$ cat config.mk
export PLATFORM = sky130hd
export DESIGN_NAME = dlfloat_operand_loader
export DESIGN_NICKNAME = d
export VERILOG_FILES = /design/src/rtl/dlfloat_operand_loader.sv
export SDC_FILE = /design/constraint.sdc
export NUM_CORES = 1
export LEC_CHECK = 0
export ABC_AREA = 0
export BUFFER_PORTS_ARGS = -buffer_cell sky130_fd_sc_hd__buf_2
export CORE_MARGIN = 1
export CORE_UTILIZATION = 55
export CTS_BUF_LIST = sky130_fd_sc_hd__clkbuf_2
export CTS_CLUSTER_SIZE = 30
export DETAILED_ROUTE_END_ITERATION = 16
export HOLD_SLACK_MARGIN = 0.03
export MAX_ROUTING_LAYER = met4
export PLACE_DENSITY = 0.74
export SYNTH_ARGS = -nofsm -noshare
export SYNTH_HDL_FRONTEND = slang
export SYNTH_SLANG_ARGS = --single-unit
$ cat constraint.sdc
create_clock -name clk -period 2.22 [get_ports clk]
set_input_delay 0.222 -clock clk [delete_from_list [all_inputs] [get_ports clk]]
set_output_delay 0.222 -clock clk [all_outputs]
set_load 0.03 [all_outputs]
$ cat src/rtl/dlfloat_operand_loader.sv
// Assembles byte-serial DLFloat16 operand pairs (A lo, A hi, B lo, B hi) into a show-ahead
// FIFO feeding a MAC. Optional push-time subnormal flush: define DLFLOAT_LOADER_SCREEN_EN.
module dlfloat_operand_loader #(
  parameter int FIFO_DEPTH = 4
) (
  input  logic                        clk,
  input  logic                        rst,
  input  logic [7:0]                  byte_in,
  input  logic                        byte_valid,
  output logic                        byte_ready,
  input  logic                        frame_abort,
  input  logic                        acc_clr,
  output logic [15:0]                 op_a,
  output logic [15:0]                 op_b,
  output logic                        op_clr,
  output logic                        op_valid,
  input  logic                        op_ready,
  output logic [$clog2(FIFO_DEPTH):0] fifo_level
);

  localparam int PTR_W = $clog2(FIFO_DEPTH);
  localparam int LVL_W = PTR_W + 1;

  typedef enum logic [1:0] {A_LO, A_HI, B_LO, B_HI} asm_state_t;

  asm_state_t       state_q, state_d;
  logic [15:0]      a_q;
  logic [7:0]       b_lo_q;
  logic             sticky_q;
  logic [PTR_W-1:0] wr_ptr_q, rd_ptr_q;
  logic [LVL_W-1:0] level_q;
  logic [32:0]      mem_q [FIFO_DEPTH];

  logic        full, accept, push, pop, clr_tag;
  logic [15:0] push_a, push_b;
  logic [32:0] head;

`ifdef DLFLOAT_LOADER_SCREEN_EN
  // Zero-exponent non-zero encodings are flushed; 0xFFFF has a full exponent and passes.
  function automatic logic [15:0] screen(input logic [15:0] x);
    return ((x[14:9] == 6'd0) && (x != 16'h0000)) ? 16'h0000 : x;
  endfunction
  assign push_a = screen(a_q);
  assign push_b = screen({byte_in, b_lo_q});
`else
  assign push_a = a_q;
  assign push_b = {byte_in, b_lo_q};
`endif

  assign full       = (level_q == LVL_W'(FIFO_DEPTH));
  // Stall only the pair-completing byte; pops free space one edge later.
  assign byte_ready = !((state_q == B_HI) && full);
  assign accept     = byte_valid && byte_ready;
  assign push       = accept && (state_q == B_HI) && !frame_abort;
  assign op_valid   = (level_q != '0);
  assign pop        = op_valid && op_ready;
  assign clr_tag    = sticky_q | acc_clr;
  assign fifo_level = level_q;

  assign head   = mem_q[rd_ptr_q];
  assign op_a   = op_valid ? head[31:16] : 16'h0000;
  assign op_b   = op_valid ? head[15:0]  : 16'h0000;
  assign op_clr = op_valid & head[32];

  always_comb begin
    state_d = state_q;
    if (frame_abort) begin
      state_d = A_LO;
    end else if (accept) begin
      unique case (state_q)
        A_LO:    state_d = A_HI;
        A_HI:    state_d = B_LO;
        B_LO:    state_d = B_HI;
        default: state_d = A_LO;
      endcase
    end
  end

  // Assembly stage: FSM and held partial-pair bytes
  always_ff @(posedge clk or posedge rst) begin
    if (rst) begin
      state_q <= A_LO;
      a_q     <= '0;
      b_lo_q  <= '0;
    end else begin
      state_q <= state_d;
      if (frame_abort) begin
        a_q    <= '0;
        b_lo_q <= '0;
      end else if (accept) begin
        unique case (state_q)
          A_LO:    a_q[7:0]  <= byte_in;
          A_HI:    a_q[15:8] <= byte_in;
          B_LO:    b_lo_q    <= byte_in;
          default: ;
        endcase
      end
    end
  end

  // FIFO stage: pair storage is data-only and needs no reset because outputs are gated by op_valid
  always_ff @(posedge clk) begin
    if (push) mem_q[wr_ptr_q] <= {clr_tag, push_a, push_b};
  end

  always_ff @(posedge clk or posedge rst) begin
    if (rst) begin
      wr_ptr_q <= '0;
      rd_ptr_q <= '0;
      level_q  <= '0;
      sticky_q <= 1'b0;
    end else begin
      if (push) wr_ptr_q <= wr_ptr_q + PTR_W'(1);
      if (pop)  rd_ptr_q <= rd_ptr_q + PTR_W'(1);
      unique case ({push, pop})
        2'b10:   level_q <= level_q + LVL_W'(1);
        2'b01:   level_q <= level_q - LVL_W'(1);
        default: ;
      endcase
      if (push)         sticky_q <= 1'b0;
      else if (acc_clr) sticky_q <= 1'b1;
    end
  end

endmodule
==> metrics.txt <==
status finished, violations left; failing checks negative setup slack; number of fillers in the final layout 781; multi-input logic area 1890 um^2; Longest Clk Path Bufs 2; Area growth, synth to finish 20.5%; drt total wl 13.2 mm; largest net degree at the start of global routing 36; clk_skew 0.0286 ns; number of global-route vias before repair 3584; WP buf/inv 3; DRT Pass-1 Iters 4; Tot GR Track Use 22.1%; DRC Markers 0; maxcap violations 0; DP HPWL 6.82 mm; sequence of cells on the critical path buf_6 > buf_16 > mux4_2 > and2_4 > buf_6; RSZ-0062 raised after global routing yes; main flop type after synthesis edfxtp_1; TritonCTS clock tree done; mapped cell area 6800 um^2; CP arrival 2.32 ns; Die Wd 113 um; first-pass GRT wire length 19.8 mm; number of I/O port buffers 51; antenna violations before repair 0; crit-path most repeated cell buf_6; die height 113 um; Hold Fails Final Rpt 0; worst-path maximum fanout 8; Synthesis Warnings 0; number of synthesized flops with an enable pin 132; Ports 52; setup_tns -8.95 ns; wire length per cell 21.6 um; DIE AREA 12800 um^2; Mapped Cells 357; total power 0.00965 W; Max Transition Viols Final 0; Place WS 0.216 ns; CP required 2.00 ns; worst setup margin -0.319 ns; TritonCTS Buffers 17; DRT iter0 DRCs 229; total grt overflow 0; CP max stage delay 0.53 ns; clock slew at reported path FFs 0.25 ns; peak supply drop 0.000669 V; synthesized area per cell 19.0 um^2; ys async rst share 20.5%; commonest non-fill, non-tap cells in the layout 132 x edfxtp_1, 35 x buf_6, 33 x mux4_2; Period Utilization, post-route 114%; worst hold margin 0.0855 ns; Hold Crit Class input pin to async pin; Slew HR 69.7%; post-synth cell types 32; Yosys reg bits 166; P_leak 3.16 nW; later-pin clock latency in the skew report 0.72 ns; via/cell ratio 5.70; CTS H-Tree Depth 4; Clock Sinks 166; via count 3480; Crit. End Element output pin; Final #Nets 475; root buffer cell clkbuf_2; Core ar. 12000 um^2; Power per Cell Area 1180 nW/um^2; commonest non-fill, non-tap cell in the layout edfxtp_1; Mapped Nets 381; register area share after synthesis 70.9%; antenna cells 0; Worst-Margin Slew 0.455 ns; Sequential Area 4820 um^2; share of cells above drive strength 1 40.9%; Worst setup SP type flop; final setup fails 33; critical path class flop to output pin; highest clock rate 394 MHz; post-route ant nets 0; Core Rows 40; Final GP Congestion 0.716; cell family with the largest share of critical-path delay multiplexers; Final min period 2.54 ns; initial core utilization 56.6%; crit path max-delay cell type mux4_2
[power breakdown]
part           switching (W)  internal, W
combinational        0.00213      0.00236
sequential         0.0000874      0.00346
clock                0.00109     0.000530
[kinds of logic after synthesis]
group / Yosys count / synth area share [%]
muxes: 59 / 15.1
buffers and inverters: 27 / 2.67
xor gates and xnor gates: 6 / 0.773
adders and majority gates: 10 / 1.95
and+or+nand+nor: 84 / 7.88
DFF: 166 / 70.9
AOI/OAI and AO/OA: 5 / 0.810
[timing repair]
| item | CTS | global route |
|---|---|---|
| setup buffers | 9 | 1 |
| gates resized for setup | 115 | 3 |
| pin swaps | 5 | 20 |
| endpoints found under the hold margin | 103 | 0 |
| endpoints found under the setup margin | 35 | 35 |
| cloned | 4 | 3 |
| hold buffers | 14 | 0 |
[layout make-up]
class | instances | share of cell area, %
flip-flops and latches | 166 | 58.8
multi-input cells | 164 | 23.0
repair buffers | 93 | 12.6
well taps | 147 | 2.25
clock inverters | 14 | 1.80
clock buffers | 18 | 1.10
inverters | 9 | 0.412
[sequential cells by signal, summed over array words and instances, names as in the netlist]
signal / flops
wr_ptr_q: 2
fifo_level: 3
state_q: 2
b_lo_q: 8
sticky_q: 1
mem_q: 132
a_q: 16
rd_ptr_q: 2
[cell usage after synthesis, drive strengths merged, types with 2 or more instances]
library cell / instances / share of area [%]
nor2: 2 / 0.11
inv: 9 / 0.50
xnor2: 3 / 0.39
and3: 3 / 0.35
mux4: 33 / 11
nand3: 4 / 0.44
a311oi: 2 / 0.52
buf: 11 / 1.8
edfxtp: 132 / 58
nand2b: 32 / 2.9
dfrtp: 34 / 13
ha: 9 / 1.7
xor2: 3 / 0.39
clkbuf: 7 / 0.39
a21oi: 2 / 0.15
and2: 38 / 3.5
mux2i: 25 / 3.7
[layer usage]
metal,up-vias,GRT usage [%],share of wire (%)
met5,-,-,0
met4,0,6.40,1.0
met3,16,4.61,5.9
met2,135,34.1,51
met1,1790,30.3,42
li1,1539,-,-
[metrics by stage]
step                std cells  util, %  cell area (um^2)
detailed placement        550     60.5              7270
floorplan                 357        -              6800
finish                    611     68.2              8190
global placement          550     60.5              7270
global route              611     68.2              8190
CTS                       607     67.5              8100
[worst register-to-register path: stages (launching register included)]
cell	delay, ns
dfrtp_1	0.45
ha_1	0.27
nand2_2	0.09
a311oi_4	0.28
inv_1	0.07
ha_1	0.23
inv_1	0.07
fa_1	0.40
mux2i_1	0.16
[final timing paths]
check,slack (ns),from,depth (start not counted),to
setup / recovery,-0.32,rd_ptr_q[0],5,op_b[10]
hold / removal,0.09,rst,4,sticky_q
setup reg to reg,0.14,state_q[0],8,fifo_level[1]
hold reg to reg,0.52,b_lo_q[6],0,mem_q[0][6]
max in group asynchronous,1.77,rst,4,rd_ptr_q[1]
min in group clk,0.27,byte_in[7],2,mem_q[1][15]
Power figures use the tool's default switching activity.
